## config.mk

```make
export PLATFORM = sky130hd
export DESIGN_NAME = player_missile_ctrl_flat
export DESIGN_NICKNAME = d
export VERILOG_FILES = /design/src/rtl/player_missile_ctrl_if.sv /design/src/rtl/player_missile_ctrl.sv /design/src/flat_wrapper.sv
export SDC_FILE = /design/constraint.sdc
export NUM_CORES = 1
export LEC_CHECK = 0
export ABC_AREA = 1
export BUFFER_PORTS_ARGS = -buffer_cell sky130_fd_sc_hd__buf_2
export CORE_UTILIZATION = 40
export DETAILED_ROUTE_END_ITERATION = 10
export GPL_TIMING_DRIVEN = 1
export PLACE_DENSITY_LB_ADDON = 0.12
export SLEW_MARGIN = 20
export SYNTH_ARGS = -nofsm -noshare
export SYNTH_HDL_FRONTEND = slang
export SYNTH_SLANG_ARGS = --single-unit
export TNS_END_PERCENT = 50
```

## constraint.sdc

```tcl
create_clock -name clk -period 3.4 [get_ports clk]
set_clock_uncertainty 0.2 [all_clocks]
set_input_delay 0.51 -clock clk [delete_from_list [all_inputs] [get_ports clk]]
set_output_delay 0.51 -clock clk [all_outputs]
set_load 0.02 [all_outputs]
```

## src/rtl/player_missile_ctrl_if.sv

```systemverilog
// Signal bundle between the frame/ship/collision sources and the player missile controller.
// No valid/ready: startOfFrame is a one-cycle strobe, collision is a level or pulse; everything is sampled on posedge clk.
interface player_missile_ctrl_if;
   logic               startOfFrame;
   logic               isGameMode;
   logic               fireKey;
   logic signed [10:0] shipTopLeftX;
   logic signed [10:0] shipTopLeftY;
   logic               collision;
   logic signed [10:0] missileTopLeftX;
   logic signed [10:0] missileTopLeftY;
   logic               missileActive;
   logic               shotFired;

   modport master (
      output startOfFrame, isGameMode, fireKey, shipTopLeftX, shipTopLeftY, collision,
      input  missileTopLeftX, missileTopLeftY, missileActive, shotFired
   );

   modport slave (
      input  startOfFrame, isGameMode, fireKey, shipTopLeftX, shipTopLeftY, collision,
      output missileTopLeftX, missileTopLeftY, missileActive, shotFired
   );
endinterface

```

## src/rtl/player_missile_ctrl.sv

```systemverilog
// Single player missile: launches from the ship's top-centre on a fire edge, climbs once per frame,
// retires at the top or on a hit, then waits a frame-counted cooldown before the next shot.
module player_missile_ctrl #(
   parameter int FIXED_POINT_MULTIPLIER = 64,
   parameter int MISSILE_SPEED          = 512,
   parameter int SHIP_WIDTH             = 64,
   parameter int MISSILE_WIDTH          = 4,
   parameter int MISSILE_HEIGHT         = 16,
   parameter int TOP_BOUNDARY           = 0,
   parameter int COOLDOWN_FRAMES        = 8
) (
   input  logic                 clk,
   input  logic                 reset,
   player_missile_ctrl_if.slave bus,
   output logic [1:0]           o_dbg_state
);
   localparam int FP_SHIFT = $clog2(FIXED_POINT_MULTIPLIER);
   localparam int X_OFFSET = SHIP_WIDTH / 2 - MISSILE_WIDTH / 2;
   localparam int CNT_W    = $clog2(COOLDOWN_FRAMES + 2);

   typedef enum logic [1:0] {
      S_IDLE     = 2'd0,
      S_FLYING   = 2'd1,
      S_COOLDOWN = 2'd2
   } state_t;

   state_t             r_state, w_next_state;
   logic               r_fire_d, r_pending, r_shot;
   logic [CNT_W-1:0]   r_cd_cnt;
   logic signed [10:0] r_x;
   logic signed [31:0] r_yfp;

   logic               w_fire_edge, w_fire_eff, w_top_out;
   logic               w_launch, w_hit, w_step, w_retire;
   logic signed [31:0] w_ship_y_ext, w_launch_yfp, w_next_yfp, w_next_ypx;

   assign w_fire_edge  = bus.fireKey & ~r_fire_d;
   assign w_fire_eff   = r_pending | w_fire_edge;
   assign w_ship_y_ext = {{21{bus.shipTopLeftY[10]}}, bus.shipTopLeftY};
   assign w_launch_yfp = (w_ship_y_ext - MISSILE_HEIGHT) * FIXED_POINT_MULTIPLIER;
   assign w_next_yfp   = r_yfp - MISSILE_SPEED;
   assign w_next_ypx   = w_next_yfp >>> FP_SHIFT;
   assign w_top_out    = w_next_ypx < TOP_BOUNDARY;

   always_ff @(posedge clk) begin
      if (reset) r_state <= S_IDLE;
      else       r_state <= w_next_state;
   end

   always_comb begin
      w_next_state = r_state;
      if (!bus.isGameMode) begin
         w_next_state = S_IDLE;
      end else begin
         case (r_state)
            S_IDLE:     if (w_launch) w_next_state = S_FLYING;
            S_FLYING:   if (w_hit | w_retire)
                           w_next_state = (COOLDOWN_FRAMES == 0) ? S_IDLE : S_COOLDOWN;
            S_COOLDOWN: if (bus.startOfFrame && r_cd_cnt == '0) w_next_state = S_IDLE;
            default:    w_next_state = S_IDLE;
         endcase
      end
   end

   // Collision outranks a coincident frame step, so a hit never advances Y.
   always_comb begin
      w_launch = 1'b0;
      w_hit    = 1'b0;
      w_step   = 1'b0;
      w_retire = 1'b0;
      if (bus.isGameMode) begin
         case (r_state)
            S_IDLE:   w_launch = bus.startOfFrame & w_fire_eff;
            S_FLYING: begin
               w_hit    = bus.collision;
               w_step   = ~bus.collision & bus.startOfFrame & ~w_top_out;
               w_retire = ~bus.collision & bus.startOfFrame & w_top_out;
            end
            default: ;
         endcase
      end
   end

   always_ff @(posedge clk) begin
      if (reset) begin
         r_fire_d  <= 1'b0;
         r_pending <= 1'b0;
         r_shot    <= 1'b0;
         r_cd_cnt  <= '0;
         r_x       <= '0;
         r_yfp     <= '0;
      end else begin
         r_fire_d <= bus.fireKey;
         r_shot   <= w_launch;
         // A request only survives while idle; it is never carried across a shot.
         if (!bus.isGameMode || r_state != S_IDLE || w_launch) r_pending <= 1'b0;
         else if (w_fire_edge)                                 r_pending <= 1'b1;
         if (w_launch) begin
            r_x   <= bus.shipTopLeftX + 11'(X_OFFSET);
            r_yfp <= w_launch_yfp;
         end else if (w_step) begin
            r_yfp <= w_next_yfp;
         end
         if (!bus.isGameMode)
            r_cd_cnt <= '0;
         else if (w_hit | w_retire)
            r_cd_cnt <= CNT_W'(COOLDOWN_FRAMES);
         else if (r_state == S_COOLDOWN && bus.startOfFrame && r_cd_cnt != '0)
            r_cd_cnt <= r_cd_cnt - CNT_W'(1);
      end
   end

   assign bus.missileTopLeftX = r_x;
   assign bus.missileTopLeftY = r_yfp[FP_SHIFT +: 11];
   assign bus.missileActive   = (r_state == S_FLYING);
   assign bus.shotFired       = r_shot;
   assign o_dbg_state         = r_state;
endmodule

```

## src/flat_wrapper.sv

```systemverilog
// flat-port wrapper written by rule: the top's interface ports become plain ports
module player_missile_ctrl_flat 
#(
   parameter int FIXED_POINT_MULTIPLIER = 64,
   parameter int MISSILE_SPEED          = 512,
   parameter int SHIP_WIDTH             = 64,
   parameter int MISSILE_WIDTH          = 4,
   parameter int MISSILE_HEIGHT         = 16,
   parameter int TOP_BOUNDARY           = 0,
   parameter int COOLDOWN_FRAMES        = 8
)
  (clk, reset, o_dbg_state, bus_startOfFrame, bus_isGameMode, bus_fireKey, bus_shipTopLeftX, bus_shipTopLeftY, bus_collision, bus_missileTopLeftX, bus_missileTopLeftY, bus_missileActive, bus_shotFired);
  player_missile_ctrl_if bus_i ();
  input  logic clk;
  input  logic reset;
  output logic [1:0] o_dbg_state;
  input wire logic [$bits(bus_i.startOfFrame)-1:0] bus_startOfFrame;
  input wire logic [$bits(bus_i.isGameMode)-1:0] bus_isGameMode;
  input wire logic [$bits(bus_i.fireKey)-1:0] bus_fireKey;
  input wire logic [$bits(bus_i.shipTopLeftX)-1:0] bus_shipTopLeftX;
  input wire logic [$bits(bus_i.shipTopLeftY)-1:0] bus_shipTopLeftY;
  input wire logic [$bits(bus_i.collision)-1:0] bus_collision;
  output wire logic [$bits(bus_i.missileTopLeftX)-1:0] bus_missileTopLeftX;
  output wire logic [$bits(bus_i.missileTopLeftY)-1:0] bus_missileTopLeftY;
  output wire logic [$bits(bus_i.missileActive)-1:0] bus_missileActive;
  output wire logic [$bits(bus_i.shotFired)-1:0] bus_shotFired;
  assign bus_i.startOfFrame = bus_startOfFrame;
  assign bus_i.isGameMode = bus_isGameMode;
  assign bus_i.fireKey = bus_fireKey;
  assign bus_i.shipTopLeftX = bus_shipTopLeftX;
  assign bus_i.shipTopLeftY = bus_shipTopLeftY;
  assign bus_i.collision = bus_collision;
  assign bus_missileTopLeftX = bus_i.missileTopLeftX;
  assign bus_missileTopLeftY = bus_i.missileTopLeftY;
  assign bus_missileActive = bus_i.missileActive;
  assign bus_shotFired = bus_i.shotFired;
  player_missile_ctrl #(.FIXED_POINT_MULTIPLIER(FIXED_POINT_MULTIPLIER), .MISSILE_SPEED(MISSILE_SPEED), .SHIP_WIDTH(SHIP_WIDTH), .MISSILE_WIDTH(MISSILE_WIDTH), .MISSILE_HEIGHT(MISSILE_HEIGHT), .TOP_BOUNDARY(TOP_BOUNDARY), .COOLDOWN_FRAMES(COOLDOWN_FRAMES)) u_core (.clk(clk), .reset(reset), .bus(bus_i), .o_dbg_state(o_dbg_state));
endmodule
```

==> summary.md <==
| Metric | Value |
|---|---|
| Status | `finished, final reports clean` |
| Hold path depth | `2` |
| Share of cells above drive strength 1 | `0.186` |
| Top cells by area, synth | `dfxtp_1 31%, nand2_1 11%, nor2_1 11%, nand3_1 7.3%, inv_1 6.6%` |
| Worst path bufs/invs | `3` |
| Synth unique cells | `37` |
| Register area share after synthesis | `0.312` |
| Register area | `921 µm²` |
| Post-Route WL | `7.34 mm` |
| Setup CP Type | `flop to flop` |
| Post-route clock period utilization | `0.741` |
| Simple-gate portion of the synthesized area | `0.381` |
| Port bufs | `53` |
| Worst Path Max Fanout | `24` |
| Mux cell area share after synthesis | `0.00339` |
| Pwr/cell area | `431 nW/µm²` |
| Slew Limit Fails | `0` |
| Most instantiated cells after synthesis | `87 x nand2_1, 85 x nor2_1, 52 x inv_1, 46 x dfxtp_1, 43 x nand3_1` |
| H-tree Lvls | `2` |
| Num CTS Buffers | `5` |
| Ys async rst share | `0` |
| Sink Count | `46` |
| Sequential Power Share | `0.416` |
| Peak VDD IR | `214 µV` |
| P_int | `929 µW` |
| Synth Area in Adders | `0.0170` |
| Synth Register Bits | `46` |
| Root Driver | `clkbuf_8` |
| Mean post-synth cell area | `6.46 µm²` |
| Leakage | `0.00164 µW` |
| Worst Setup Start Kind | `flop` |
| Area leader, netlist | `dfxtp_1` |
| Resized Gates After CTS | `0` |
| Number of global-route vias before repair | `2795` |
| Die ar. | `7720 µm²` |
| Iteration-0 DRC Markers | `178` |
| Gate Count Post-Synth | `457` |
| CP peak stage delay | `0.35 ns` |
| First drt pass iteration count | `4` |
| Delay-heaviest family, CP | `simple AND/OR/NAND/NOR gates` |
| Post-Synth XOR/XNOR Area | `0.0327` |
| Synthesized area | `2950 µm²` |
| Area occupied by multi-input gates | `1660 µm²` |
| Clock transition at path regs | `0.09 ns` |
| Syn nets | `489` |
| CP max stage cell | `dfxtp_1` |
| Worst hold path class | `primary input to flop` |
| Initial antenna violation count | `0` |
| Count leader, synth | `nand2_1` |
| Initial core utilization | `0.425` |
| Number of enable flip-flop cells after synthesis | `0` |
| Final min period | `2.52 ns` |
| Routed Antenna Nets | `0` |
| RSZ-0062 raised after global routing | `false` |
| Worst Reg2Reg Path Length in Cells | `11` |
| Num rows | `30` |
| DR vias | `2930` |
| Yosys synthesis warning count | `0` |
| Worst path depth | `11` |
| IO Pins | `54` |
| Antenna fix cells | `0` |
| Setup_tns | `0 ns` |
| Post-synth top flop | `dfxtp_1` |
| Req. time, crit path | `3.40 ns` |
| Min Hold Slack | `0.183 ns` |
| Worst Setup End Kind | `flop` |
| Logic pwr share | `0.290` |
| Postcts setup bufs | `0` |
| CP arrival | `2.52 ns` |
| Gpl congestion | `0.841` |
| Fin nets | `526` |
| Switching pwr | `489 µW` |
| Final Hold Viols | `0` |
| Die width | `87.9 µm` |
| CP dominant cell by count | `inv_1` |
| First-pass GRT wire length | `12.9 mm` |
| Combinational family with the most area after synthesis | `simple AND/OR/NAND/NOR gates` |
| Largest net degree at the start of global routing | `44` |
| Die H | `87.9 µm` |
| Gr ovfl total | `0` |
| DR vias/cell | `4.96` |
| Routed WL per cell | `12.4 µm` |
| Gr usage total | `0.211` |
| DRC | `0` |
| Switching part of the total | `0.345` |
| Yosys top cell area share | `0.312` |
| CTS Buffer Depth | `2` |
| Final setup vio count | `0` |
| Cts hold-fix bufs | `0` |
| Number of fillers in the final layout | `796` |
| Clk_lat worst skew | `0.30 ns` |
| Syn-to-layout area delta | `11.7%` |
| CTS tree | `done` |
| Fmax | `397 MHz` |
| Slew Limit Headroom | `0.596` |
| MaxCap Viol Count | `0` |
| Least-Margin Pin Slew | `0.601 ns` |
| Clock share of power | `0.295` |
| Core area | `6940 µm²` |
| Compound-cell area share of the yosys netlist | `0.130` |
| HPWL Detailed | `5.34 mm` |
| CP Cell Sequence | `inv_1, ha_1, inv_1, nor2_4, nand3_2, nand2_2, nand3_4, nand2_4, inv_1, nor2_1, nor2_1` |
-- routing by layer --
layer	track usage	wire, µm	vias up
met1	0.293	3530	1309
met3	0.0424	502	5
met5	0	0	-
met2	0.343	3270	92
met4	0.0358	31	0
li1	-	-	1524
-- cells in the final DEF (no fill, tap or decap), types with 2 or more instances in the layout --
cell type   n
nand4_1     6
buf_4       2
o21ai_0    29
a21oi_2     9
nand3_1    43
inv_1      52
nor3_1      3
xor2_1      7
nand2_1    87
nor2_4      2
nor2_1     85
nand2_2    11
nand3b_1    4
nor2_2      2
clkbuf_8    5
ha_1        4
dfxtp_1    46
buf_2      53
a31oi_1     2
xnor2_1     4
a21oi_1    23
-- area by class of cell --
class                   instances  area share
clock buffers                   6      0.0220
clock inverters                 2      0.0114
inverters                      53      0.0604
multi-input cells             333       0.505
flip-flops and latches         46       0.280
well taps                      96      0.0365
repair buffers                 55      0.0851
-- sequential cells by signal, indices dropped and copies added, names as in the netlist --
name / count
u_core.bus.missileTopLeftX: 11
u_core.o_dbg_state: 2
u_core.r_fire_d: 1
u_core.r_yfp: 26
u_core.r_cd_cnt: 4
u_core.r_pending: 1
u_core.bus.shotFired: 1
-- metrics by stage --
step	instances	utilization	worst slack, ns	area [µm²]	total power [µW]
finish	591	0.474	0.879	3290	1420
global route	591	0.474	0.649	3290	1520
CTS	591	0.474	0.881	3290	1430
detailed placement	583	0.459	0.757	3180	1010
global placement	583	0.459	0.835	3180	1010
floorplan	457	-	1.53	2950	921
-- final timing paths --
path	start	end	slack, ns
setup / recovery	u_core.r_yfp[9]	u_core.r_yfp[15]	0.88
hold / removal	bus_shipTopLeftX[1]	u_core.bus.missileTopLeftX[1]	0.18
setup reg to reg	u_core.r_yfp[9]	u_core.r_yfp[15]	0.88
hold reg to reg	u_core.bus.missileTopLeftX[8]	u_core.bus.missileTopLeftX[8]	0.26
-- cell families (layout without fill, tap and decap cells) --
family	after synthesis	in the layout
buf+inv	78	116
fa+ha+maj	4	4
xor+xnor	11	11
simple gates	250	250
mux	1	1
compound gates	67	67
flops	46	46
-- power by group through the flow --
| stage | clock (µW) | sequential, µW | combinational, µW |
|---|---|---|---|
| 2_1_floorplan | 0 | 604 | 316 |
| 3_3_place_gp | 0 | 601 | 408 |
| 3_5_place_dp | 0 | 602 | 408 |
| 4_1_cts | 433 | 589 | 411 |
| 5_1_grt | 456 | 594 | 474 |
| 6_report | 418 | 589 | 411 |
(Power assumes the default switching activity.)
